File: config.mk
export PLATFORM = sky130hd
export DESIGN_NAME = int_root_unit_flat
export DESIGN_NICKNAME = d
export VERILOG_FILES = /design/src/rtl/int_root_unit_if.sv /design/src/rtl/int_root_unit.sv /design/src/flat_wrapper.sv
export SDC_FILE = /design/constraint.sdc
export NUM_CORES = 1
export LEC_CHECK = 0
export CORE_MARGIN = 8
export CORE_UTILIZATION = 50
export DETAILED_ROUTE_END_ITERATION = 10
export GPL_TIMING_DRIVEN = 0
export PLACE_DENSITY = 0.76
export SLEW_MARGIN = 5
export SYNTH_ARGS = -nofsm -noshare
export SYNTH_HDL_FRONTEND = slang
export SYNTH_SLANG_ARGS = --single-unit
export TNS_END_PERCENT = 100
File: constraint.sdc
create_clock -name clk -period 9.05 [get_ports clk]
set_input_delay 2.2625 -clock clk [delete_from_list [all_inputs] [get_ports clk]]
set_output_delay 2.2625 -clock clk [all_outputs]
set_load 0.02 [all_outputs]
File: src/rtl/int_root_unit_if.sv
// int_root_unit_if: start/ready handshake bundle for the integer root unit
// master drives start/mode/x_in; slave returns root/rem/ready/busy.
interface int_root_unit_if #(parameter int WIDTH = 16);
  logic             start;
  logic             mode;
  logic [WIDTH-1:0] x_in;
  logic [WIDTH-1:0] root;
  logic [WIDTH-1:0] rem;
  logic             ready;
  logic             busy;
  modport master (output start, mode, x_in, input root, rem, ready, busy);
  modport slave  (input start, mode, x_in, output root, rem, ready, busy);
endinterface

File: src/rtl/int_root_unit.sv
// int_root_unit: digit-by-digit integer square/cube root with remainder
// Ports: clk; rst (sync, active-low); bus (slave): start, mode (0 sqrt, 1 cbrt), x_in in;
//        root, rem, ready (one-cycle pulse), busy out.
module int_root_unit #(parameter int WIDTH = 16) (
  input logic            clk,
  input logic            rst,
  int_root_unit_if.slave bus
);
  localparam int N2 = (WIDTH + 1) / 2;
  localparam int N3 = (WIDTH + 2) / 3;
  localparam int BW = 2 * WIDTH + 2;
  localparam logic [5:0] S2 = 6'(2 * (N2 - 1));
  localparam logic [5:0] S3 = 6'(3 * (N3 - 1));
  localparam logic [BW-1:0] ONE = BW'(1);
  typedef enum logic [1:0] {IDLE, TRIAL, TEST, DONE} state_t;
  state_t state_q;
  logic md_q, ready_q, busy_q;
  logic [WIDTH-1:0] x_q, y_q, root_q, rem_q;
  logic [BW-1:0] ysq_q, b_q, y_w, x_w, t_w, b_d;
  logic [5:0] s_q, cnt_q, step;
  // Trial values use the pre-doubling y/ysq: 4y+1 for square, 3*(4ysq+2y)+1 for cube,
  // formed wide enough that the shift by the top s never wraps.
  always_comb begin
    y_w = BW'(y_q);
    x_w = BW'(x_q);
    t_w = (ysq_q << 2) + (y_w << 1);
    b_d = (md_q ? (t_w << 1) + t_w + ONE : (y_w << 2) + ONE) << s_q;
    step = md_q ? 6'd3 : 6'd2;
  end
  always_ff @(posedge clk) begin
    if (!rst) begin
      state_q <= IDLE;
      md_q    <= 1'b0;
      x_q     <= '0;
      y_q     <= '0;
      ysq_q   <= '0;
      b_q     <= '0;
      s_q     <= '0;
      cnt_q   <= '0;
      root_q  <= '0;
      rem_q   <= '0;
      ready_q <= 1'b0;
      busy_q  <= 1'b0;
    end else begin
      case (state_q)
        IDLE: begin
          ready_q <= 1'b0;
          if (bus.start) begin
            x_q     <= bus.x_in;
            md_q    <= bus.mode;
            y_q     <= '0;
            ysq_q   <= '0;
            s_q     <= bus.mode ? S3 : S2;
            cnt_q   <= '0;
            busy_q  <= 1'b1;
            state_q <= TRIAL;
          end
        end
        TRIAL: begin
          y_q     <= y_q << 1;
          ysq_q   <= ysq_q << 2;
          b_q     <= b_d;
          state_q <= TEST;
        end
        TEST: begin
          // y here is already doubled, so ysq gains 2y+1 when the digit is 1
          if (x_w >= b_q) begin
            x_q   <= x_q - b_q[WIDTH-1:0];
            y_q   <= y_q + WIDTH'(1);
            ysq_q <= ysq_q + {y_w[BW-2:0], 1'b1};
          end
          s_q     <= s_q >= step ? s_q - step : s_q;
          state_q <= s_q >= step ? TRIAL : DONE;
          cnt_q   <= cnt_q + 6'd1;
        end
        DONE: begin
          root_q  <= y_q;
          rem_q   <= x_q;
          ready_q <= 1'b1;
          busy_q  <= 1'b0;
          state_q <= IDLE;
        end
        default: state_q <= IDLE;
      endcase
    end
  end
  assign bus.root  = root_q;
  assign bus.rem   = rem_q;
  assign bus.ready = ready_q;
  assign bus.busy  = busy_q;
endmodule

File: src/flat_wrapper.sv
// flat-port wrapper written by rule: the top's interface ports become plain ports
module int_root_unit_flat 
#(parameter int WIDTH = 16)
  (clk, rst, bus_start, bus_mode, bus_x_in, bus_root, bus_rem, bus_ready, bus_busy);
  int_root_unit_if #(.WIDTH(WIDTH)) bus_i ();
  input logic clk;
  input logic rst;
  input wire logic [$bits(bus_i.start)-1:0] bus_start;
  input wire logic [$bits(bus_i.mode)-1:0] bus_mode;
  input wire logic [$bits(bus_i.x_in)-1:0] bus_x_in;
  output wire logic [$bits(bus_i.root)-1:0] bus_root;
  output wire logic [$bits(bus_i.rem)-1:0] bus_rem;
  output wire logic [$bits(bus_i.ready)-1:0] bus_ready;
  output wire logic [$bits(bus_i.busy)-1:0] bus_busy;
  assign bus_i.start = bus_start;
  assign bus_i.mode = bus_mode;
  assign bus_i.x_in = bus_x_in;
  assign bus_root = bus_i.root;
  assign bus_rem = bus_i.rem;
  assign bus_ready = bus_i.ready;
  assign bus_busy = bus_i.busy;
  int_root_unit #(.WIDTH(WIDTH)) u_core (.clk(clk), .rst(rst), .bus(bus_i));
endmodule
==> Word level (Yosys, flattened, before mapping) <==
Cells that the tools add are included.
{ "word_totals": {"regBits": 143, "word_cells": 58, "input_bits": 20} }
{ "op_classes": {"n_eq_ne": 6, "mux": 21, "order_cmp": 2, "n_reduce_logical": 9, "shifts": 1, "addsub": 8} }
{ "op_table": {"columns": ["operator", "count"], "rows": [
  ["34-bit 2-to-1 mux", 3],
  ["34-bit case mux with 3 select lines", 1],
  ["34-bit by 17-bit adder with 34-bit output", 2],
  ["16-bit 2-to-1 mux", 4],
  ["16-bit case mux with 3 select lines", 1],
  ["34-bit by 1-bit adder with 34-bit output, second input constant", 1],
  ["34-bit adder", 1],
  ["16-bit by 34-bit >= comparator with 1-bit output", 1],
  ["34-bit by 6-bit left shift with 34-bit output", 1],
  ["16-bit case mux with 2 select lines", 1],
  ["18-bit by 1-bit adder with 19-bit output, second input constant", 1],
  ["16-bit by 1-bit adder with 16-bit output, second input constant", 1],
  ["16-bit subtractor", 1],
  ["6-bit 2-to-1 mux", 2],
  ["6-bit case mux with 2 select lines", 1],
  ["3-bit AND reduction", 3],
  ["2-bit case mux with 4 select lines", 1],
  ["6-bit >= comparator", 1],
  ["6-bit subtractor", 1],
  ["2-bit == test, second input constant", 2],
  ["2-bit 2-to-1 mux", 2],
  ["2-bit by 1-bit != test with 1-bit output, second input constant", 2],
  ["1-bit case mux with 2 select lines", 2],
  ["2-bit AND reduction", 2],
  ["6 further kinds", 9]
]} }

==> Logic depth before layout (Yosys ltp) <==
Gate-level depths: netlist of run 1.
{ "depth": {"depth_word": 5, "depth_mapped": 26} }

==> Worst setup path before layout of run 1 <==
Ideal clock, no wire load.
{ "synth_path": {"path_type": "reg2reg", "startpoint": "register u_core.ysq_q[6]", "endpoint": "register u_core.b_q[21]", "setup_time_ns": 0.116, "path_stages_with_launch": 26, "path_slack_ns": 3.884, "arrival_time_ns": 5.050, "t_required_ns": 8.934, "period_less_slack_ns": 5.166, "cell_sequence": "dfxtp_1 > ha_1 > clkbuf_2 > a21o_1 > or3_1 > o21ai_1 > o21bai_1 > a21oi_1 > nor2_1 > o21ai_0 > a21boi_0 > o21ai_0 > a21boi_0 > o21ai_0 > nand2b_1 > xor2_1 > ha_1 > nand3_1 > o21ai_0 > o211ai_1 > and3_1 > nor3_1 > o31ai_1 > mux2_2 > a2111o_1 > o211a_1"} }
{ "synth_via": {"elab_chain_len": 5} }
{ "synth_rtl": {"columns": ["element", "line", "text"], "rows": [
  ["from (decl)", "int_root_unit.sv:19", "logic [BW-1:0] ysq_q, b_q, y_w, x_w, t_w, b_d;"],
  ["from (signal assigned)", "int_root_unit.sv:61", "ysq_q <= ysq_q << 2;"],
  ["from (signal assigned)", "int_root_unit.sv:70", "ysq_q <= ysq_q + {y_w[BW-2:0], 1'b1};"],
  ["34-bit by 17-bit adder with 34-bit output", "int_root_unit.sv:26", "t_w = (ysq_q << 2) + (y_w << 1);"],
  ["34-bit adder", "int_root_unit.sv:27", "b_d = (md_q ? (t_w << 1) + t_w + ONE : (y_w << 2) + ONE) << s_q;"],
  ["34-bit by 1-bit adder with 34-bit output", "int_root_unit.sv:27", null],
  ["34-bit 2-to-1 mux", "int_root_unit.sv:27", null],
  ["34-bit by 6-bit left shift with 34-bit output", "int_root_unit.sv:27", null],
  ["to (signal assigned)", "int_root_unit.sv:37", "b_q <= '0;"],
  ["to (signal assigned)", "int_root_unit.sv:62", "b_q <= b_d;"],
  ["to (decl)", "int_root_unit.sv:19", null]
]} }
Every way passes these cells.
A chain may end at the register's enable or synchronous reset.

==> Final worst setup path of run 1 <==
{ "layout_path": {"startpoint": "register u_core.y_q[1]", "endpoint": "register u_core.b_q[25]"} }
{ "layout_via": {"elab_chain_len": 5, "word_cells_on_any_way": 6, "cone_classes": "add/sub (4); shift (1); mux (1)"} }
{ "layout_rtl": {"columns": ["element", "line", "text"], "rows": [
  ["from (decl)", "int_root_unit.sv:18", "logic [WIDTH-1:0] x_q, y_q, root_q, rem_q;"],
  ["from (signal assigned)", "int_root_unit.sv:60", "y_q <= y_q << 1;"],
  ["from (signal assigned)", "int_root_unit.sv:69", "y_q <= y_q + WIDTH'(1);"],
  ["34-bit by 17-bit adder with 34-bit output", "int_root_unit.sv:26", null],
  ["34-bit adder", "int_root_unit.sv:27", null],
  ["34-bit by 1-bit adder with 34-bit output", "int_root_unit.sv:27", null],
  ["34-bit 2-to-1 mux (*)", "int_root_unit.sv:27", null],
  ["34-bit by 6-bit left shift with 34-bit output (*)", "int_root_unit.sv:27", null]
]} }
Mark *: on every way between the ends. The rest lies on a longest branch, timed or not.

==> results of run 1 <==
cell usage after synthesis, types with 22 or more instances:
cell        n
ha_1       83
nor2_1    189
mux2i_1    64
clkbuf_1   91
nand4_1    22
inv_1      64
a211oi_1   30
nor3_1     48
nand3_1    90
o21ai_0    97
o211ai_1   24
nand2_1   203
xnor2_1    54
xor2_1     23
a22oi_1    24
dfxtp_1   141
a21oi_1   148
a21o_1     37
layer usage:
metal | GRT usage [%] | up-vias | wire, um | share of wire [%]
met5 | 0 | - | 17 | 0.035
met1 | 37.2 | 6991 | 21000 | 43
met3 | 6.11 | 159 | 4660 | 9.5
met4 | 13.0 | 2 | 1990 | 4.1
met2 | 45.1 | 808 | 21400 | 44
li1 | - | 6924 | - | -
path summary, 6_finish.rpt:
check	slack, ns	start	to	cells after the start
max	2.51	u_core.y_q[1]	u_core.b_q[25]	21
min	0.45	u_core.b_q[28]	u_core.b_q[28]	2
max reg2reg	2.51	u_core.y_q[1]	u_core.b_q[25]	21
min reg2reg	0.45	u_core.b_q[28]	u_core.b_q[28]	2
where the power goes:
group	switching [uW]	internal [uW]
clock	350	424
combinational	634	294
sequential	36.2	665
total	1020	1380
sequential cells by signal, indices dropped and copies added (netlist names), 2 cells and up:
name,count
u_core.y_q,16
u_core.bus.rem,16
u_core.bus.root,16
u_core.x_q,16
u_core.s_q,6
u_core.state_q,2
u_core.b_q,34
u_core.ysq_q,32
area by class of cell:
cell class                 instances  area, um2
sequential                       141       2820
inverter                          66        248
antenna                            1       2.50
timing repair buffer              54        536
buffer                           125        627
fill                            2543      11600
clock inverter                    15        193
multi-input combinational       1508       9990
clock buffer                      17        425
tap                              341        427
tightest hold or removal path: cells and delay by family, from the launching register on:
family	cells	cell delay [ns]
DFF	1	0.31
and+or+nand+nor	1	0.05
AOI/OAI and AO/OA	1	0.05
stage by stage:
step / util, % / instances
after floorplan: - / 1840
after global placement: 54.5 / 2234
after detailed placement: 54.5 / 2235
after CTS: 56.8 / 2267
after global routing: 56.8 / 2268
final: 56.8 / 2268
logic make-up (layout without fill, tap and decap cells):
group / count (synthesis) / in the layout
AOI/OAI and AO/OA: 570 / 570
xor gates and xnor gates: 79 / 79
adders and majority gates: 87 / 87
buffers and inverters: 191 / 277
DFF: 141 / 141
muxes: 89 / 89
other: 0 / 1
and+or+nand+nor: 683 / 683
==> impl_metrics.env, run 1 <==
export IMPL_outcome="finished, final reports clean"
export IMPL_hold_slack_ns=0.452
export IMPL_route_detailed_vias_per_inst=6.56
export IMPL_most_common_layout_cells="nand2_1 (203), nor2_1 (189), a21oi_1 (148)"
export IMPL_drive_gt1_share_pct=7.06
export IMPL_synth_seq_cells=141
export IMPL_post_route_fraction_of_the_period_consumed_by_the_critical_path_pct=72.2
export IMPL_dominantRegCellSynth="dfxtp_1"
export IMPL_max_vdd_ir_drop_mv=0.122
export IMPL_synthesized_netlist_cell_count=1840
export IMPL_floorplan_die_area_mm2=0.0329
export IMPL_stdcell_area_mm2=0.0153
export IMPL_worst_skew_pair_late_latency_ns=0.44
export IMPL_io_pins=54
export IMPL_synth_top_family_by_area="compound AO/OA/AOI/OAI gates"
export IMPL_routed_wire_length_per_instance_um=21.7
export IMPL_yosys_cell_types=107
export IMPL_place_worst_setup_slack_ns=2.78
export IMPL_cap_violations=0
export IMPL_initial_drc_count=1681
export IMPL_rsz0062_at_grt="false"
export IMPL_slowest_delay_ns=0.67
export IMPL_vias=14900
export IMPL_cts_root_buffer_type="clkbuf_16"
export IMPL_final_max_slew_viol_count=0
export IMPL_wl_um=49100
export IMPL_fin_setup_tns_ns=0
export IMPL_hp_class="register to register"
export IMPL_cts_made_buffers=17
export IMPL_synthSimpleGateAreaFrac_pct=23.3
export IMPL_die_h_um=181
export IMPL_rows=60
export IMPL_muxShareOfSynthArea_pct=7.48
export IMPL_top_cell_type_by_total_area_after_synthesis="dfxtp_1"
export IMPL_final_hold_violation_count=0
export IMPL_antenna_found_initial=2
export IMPL_maximum_clock_skew_at_final_layout_ns=0.0158
export IMPL_share_of_the_synthesized_netlist_area_taken_by_xor_and_xnor_gates_pct=5.17
export IMPL_layout_commonest_cell="nand2_1"
export IMPL_critical_path_required_ns=9.44
export IMPL_place_port_buffers=53
export IMPL_synth_fa_ha_area_share_pct=8.18
export IMPL_total_power_uw=2400
export IMPL_setup_worst_path_class="register to register"
export IMPL_timing_critical_path_cells="ha_1 > fa_1 > a211o_1 > a221oi_4 > a2bb2oi_1 > a21boi_0 > nor2_1 > xnor2_1 > ha_1 > inv_1 > nor2_1 > o21ai_0 > a21oi_1 > nor2_1 > a21oi_1 > mux2_2 > a22o_1 > nor3_1 > nor3_1 > a2111oi_0 > a22o_1"
export IMPL_grt_use_total_pct=28.7
export IMPL_fin_nets=2020
export IMPL_cp_slowest_cell="a2111oi_0"
export IMPL_p_leak_uw=0.00601
export IMPL_fmax_mhz=153
export IMPL_grt_ovfl_total=0
export IMPL_die_x_um=181
export IMPL_clock_tree_buffer_depth=2
export IMPL_mappedNetlistNets=1947
export IMPL_final_antenna_net_count=0
export IMPL_critical_path_arrival_ns=6.92
export IMPL_dp_final_hpwl_um=36900
export IMPL_power_density_cell_area_mw_per_mm2=157
export IMPL_first_global_vias=14100
export IMPL_area_growth_synth_to_final_pct=11.6
export IMPL_floorplan_initialDensity_pct=50.9
export IMPL_rel_slew_slack_pct=38.2
export IMPL_path_delay_family="compound AO/OA/AOI/OAI gates"
export IMPL_synth_edf_count=0
export IMPL_cp_buffers_inverters=1
export IMPL_tritoncts_clock_tree="built"
export IMPL_synth_cell_area_mm2=0.0137
export IMPL_kind_of_end_point_of_the_critical_path="register"
export IMPL_synth_async_reset_ratio_pct=0
export IMPL_place_gp_congestion=0.995
export IMPL_synth_top_area_share_pct=20.6
export IMPL_grt_max_degree=17
export IMPL_grt_pass1_wl_um=76500
export IMPL_worst_path_most_repeated_cell="nor2_1"
export IMPL_core_area_mm2=0.0269
export IMPL_htree_levels=4
export IMPL_max_slew_worst_pin_slew_ns=0.919
export IMPL_place_area_mm2=0.0146
export IMPL_postCtsHoldBufs=0
export IMPL_synthTopCellsByArea="dfxtp_1 (21%), ha_1 (7.6%), nand2_1 (5.6%), a21oi_1 (5.4%), nor2_1 (5.2%)"
export IMPL_post_cts_repair_setup_buffers=0
export IMPL_post_cts_resize_count=0
export IMPL_clock_sinks=141
export IMPL_detail_route_first_pass_iterations=6
export IMPL_final_critical_path_setup_slack_ns=2.51
export IMPL_ys_seq_area_share_pct=20.6
export IMPL_synth_yosys_warnings=0
export IMPL_worst_setup_path_start_kind="register"
export IMPL_path_clk_slew_ns=0.07
export IMPL_setup_viol=0
export IMPL_synthesis_area_per_instance_um2=7.43
export IMPL_period_minus_slack_ns=6.54
export IMPL_detail_route_drc_violations=0
export IMPL_critPathMaxFanout=9
export IMPL_synth_compound_area_share_pct=28.8
No activity file was read; power rests on OpenSTA's default activity.
==> inputs of run 2 (changes only) <==
--- a/config.mk
+++ b/config.mk
@@ -9,7 +9,7 @@
 export CORE_UTILIZATION = 50
 export DETAILED_ROUTE_END_ITERATION = 10
 export GPL_TIMING_DRIVEN = 0
-export PLACE_DENSITY = 0.76
+export PLACE_DENSITY = 0.78
 export SLEW_MARGIN = 5
 export SYNTH_ARGS = -nofsm -noshare
 export SYNTH_HDL_FRONTEND = slang
==> constraint.sdc (replaced) <==
create_clock -name clk -period 5.6 [get_ports clk]
set_input_delay 1.4 -clock clk [delete_from_list [all_inputs] [get_ports clk]]
set_output_delay 1.4 -clock clk [all_outputs]
set_load 0.02 [all_outputs]
==> impl_metrics.env, run 2 (synthesis results as in run 1) <==
export IMPL_total_power_uw=3880
export IMPL_outcome="finished, final reports clean"
export IMPL_initial_drc_count=1746
export IMPL_critical_path_required_ns=5.96
export IMPL_net_switching_power_uw=1680
export IMPL_max_slew_worst_pin_slew_ns=1.34
export IMPL_floorplan_initialDensity_pct=50.9
export IMPL_pwr_share_seq_pct=29.2
export IMPL_clock_tree_buffer_depth=2
export IMPL_floorplan_die_area_mm2=0.0329
export IMPL_core_area_mm2=0.0269
export IMPL_rel_slew_slack_pct=9.90
export IMPL_clock_sinks=141
export IMPL_sequential_cell_area_mm2=0.00284
export IMPL_dp_final_hpwl_um=37800
export IMPL_cap_violations=0
export IMPL_grt_ovfl_total=0
export IMPL_place_port_buffers=53
export IMPL_largest_reg_flops=34
export IMPL_first_global_vias=14300
export IMPL_route_detailed_vias_per_inst=6.62
export IMPL_period_minus_slack_ns=5.45
export IMPL_grt_max_degree=18
export IMPL_multi_input_logic_area_mm2=0.0104
export IMPL_htree_levels=4
export IMPL_post_route_fraction_of_the_period_consumed_by_the_critical_path_pct=97.4
export IMPL_antenna_found_initial=1
export IMPL_layout_commonest_cell="nand2_1"
export IMPL_place_gp_congestion=0.999
export IMPL_path_clk_slew_ns=0.08
export IMPL_p_int_uw=2200
export IMPL_pwr_share_clk_pct=32.0
export IMPL_final_fill_count=2456
export IMPL_netSwitchingFraction_pct=43.2
export IMPL_maximum_clock_skew_at_final_layout_ns=0.0187
export IMPL_combinationalPowerShare_pct=38.8
export IMPL_final_antenna_net_count=0
export IMPL_fmax_mhz=183
export IMPL_power_density_cell_area_mw_per_mm2=245
export IMPL_critPathMaxFanout=9
export IMPL_area_growth_synth_to_final_pct=15.6
export IMPL_setup_worst_path_class="register to register"
export IMPL_place_area_mm2=0.0146
export IMPL_stdcell_area_mm2=0.0158
export IMPL_tritoncts_clock_tree="built"
export IMPL_wl_um=50700
export IMPL_routed_wire_length_per_instance_um=22.3
export IMPL_drive_gt1_share_pct=11.1
export IMPL_die_x_um=181
export IMPL_final_hold_violation_count=0
export IMPL_grt_use_total_pct=29.8
export IMPL_rows=60
export IMPL_top_register="u_core.b_q"
export IMPL_detail_route_drc_violations=0
export IMPL_cts_made_buffers=17
export IMPL_max_vdd_ir_drop_mv=0.224
export IMPL_reg_largest_list="u_core.b_q x34, u_core.ysq_q x32"
export IMPL_critical_path_arrival_ns=5.81
export IMPL_worst_skew_pair_late_latency_ns=0.45
export IMPL_setup_viol=0
export IMPL_vias=15100
export IMPL_most_common_layout_cells="nand2_1 (203), nor2_1 (183), a21oi_1 (138)"
export IMPL_worst_setup_path_start_kind="register"
export IMPL_detail_route_first_pass_iterations=6
export IMPL_fin_nets=2029
export IMPL_hp_class="register to register"
export IMPL_p_leak_uw=0.00609
export IMPL_grt_pass1_wl_um=79300
export IMPL_kind_of_end_point_of_the_critical_path="register"
export IMPL_cts_root_buffer_type="clkbuf_16"
export IMPL_io_pins=54
export IMPL_die_h_um=181
export IMPL_final_max_slew_viol_count=0
-- run 2: changes by cell type in the layout (fill, tap and decap cells not counted), sizes merged --
cell	before	now
buf	17	27
bufinv	2	1
clkbuf	125	124
clkinv	5	7
clkinvlp	0	1
inv	74	72
-- run 2: path summary, 6_finish.rpt --
check	from	endpoint	slack, ns	depth (start not counted)
setup / recovery	u_core.y_q[1]	u_core.b_q[29]	0.15	18
hold / removal	u_core.b_q[19]	u_core.b_q[19]	0.46	2
setup reg to reg	u_core.y_q[1]	u_core.b_q[29]	0.15	18
hold reg to reg	u_core.b_q[19]	u_core.b_q[19]	0.46	2
-- run 2: area by class of cell --
class	instances	share of cell area, %
clock buffer	17	2.69
timing repair buffer	64	3.89
multi-input combinational	1508	66.0
inverter	66	1.57
buffer	124	3.93
antenna	1	0.0158
clock inverter	15	1.24
tap	341	2.70
sequential	141	17.9
-- run 2: per-stage QoR --
step	std cells	hold slack (ns)	setup slack (ns)	TNS (ns)	util (%)
6_report	2277	0.459	0.146	0	58.8
5_1_grt	2276	0.489	-0.0732	-0.138	58.8
4_1_cts	2270	0.460	0.0123	0	57.4
3_5_place_dp	2235	0.443	-0.832	-6.87	54.5
3_3_place_gp	2234	0.438	-0.760	-5.52	54.5
2_1_floorplan	1840	0.425	0.434	0	-
-- run 2: per-layer routing --
layer	wire length [um]	up-vias	global-route usage [%]
li1	-	6966	-
met1	21700	7117	39.1
met2	22300	859	47.1
met3	4690	136	5.33
met4	2060	0	13.4
met5	0	-	0
-- run 2: timing repair --
item | in CTS | in global routing
setup buffers | 3 | 7
setup endpoints to repair | 18 | 16
endpoints found under the hold margin | 0 | 0
resized for setup | 32 | 78
pin swaps | 6 | 16
hold buffers | 0 | 0
-- run 2: power by group through the flow --
stage	sequential [uW]	clock [uW]	combinational [uW]
finish	1130	1240	1510
global route	1140	1270	1620
CTS	1130	1230	1450
detailed placement	1150	0	1430
global placement	1150	0	1420
floorplan	1140	0	989
-- run 2: worst max-delay path: stages (launching register included) --
cell and delay, ns:
dfxtp_2 0.39, ha_2 0.22, fa_2 0.38, a211o_4 0.38, a221oi_4 0.28, buf_6 0.16
nor3b_4 0.08, o31ai_1 0.46, and2_2 0.23, clkbuf_1 0.28, ha_1 0.36, a21o_2 0.28
a31o_1 0.24, or3b_4 0.40, and2_4 0.16, or3_1 0.38, a311oi_4 0.38, a21oi_2 0.10
o41ai_2 0.20
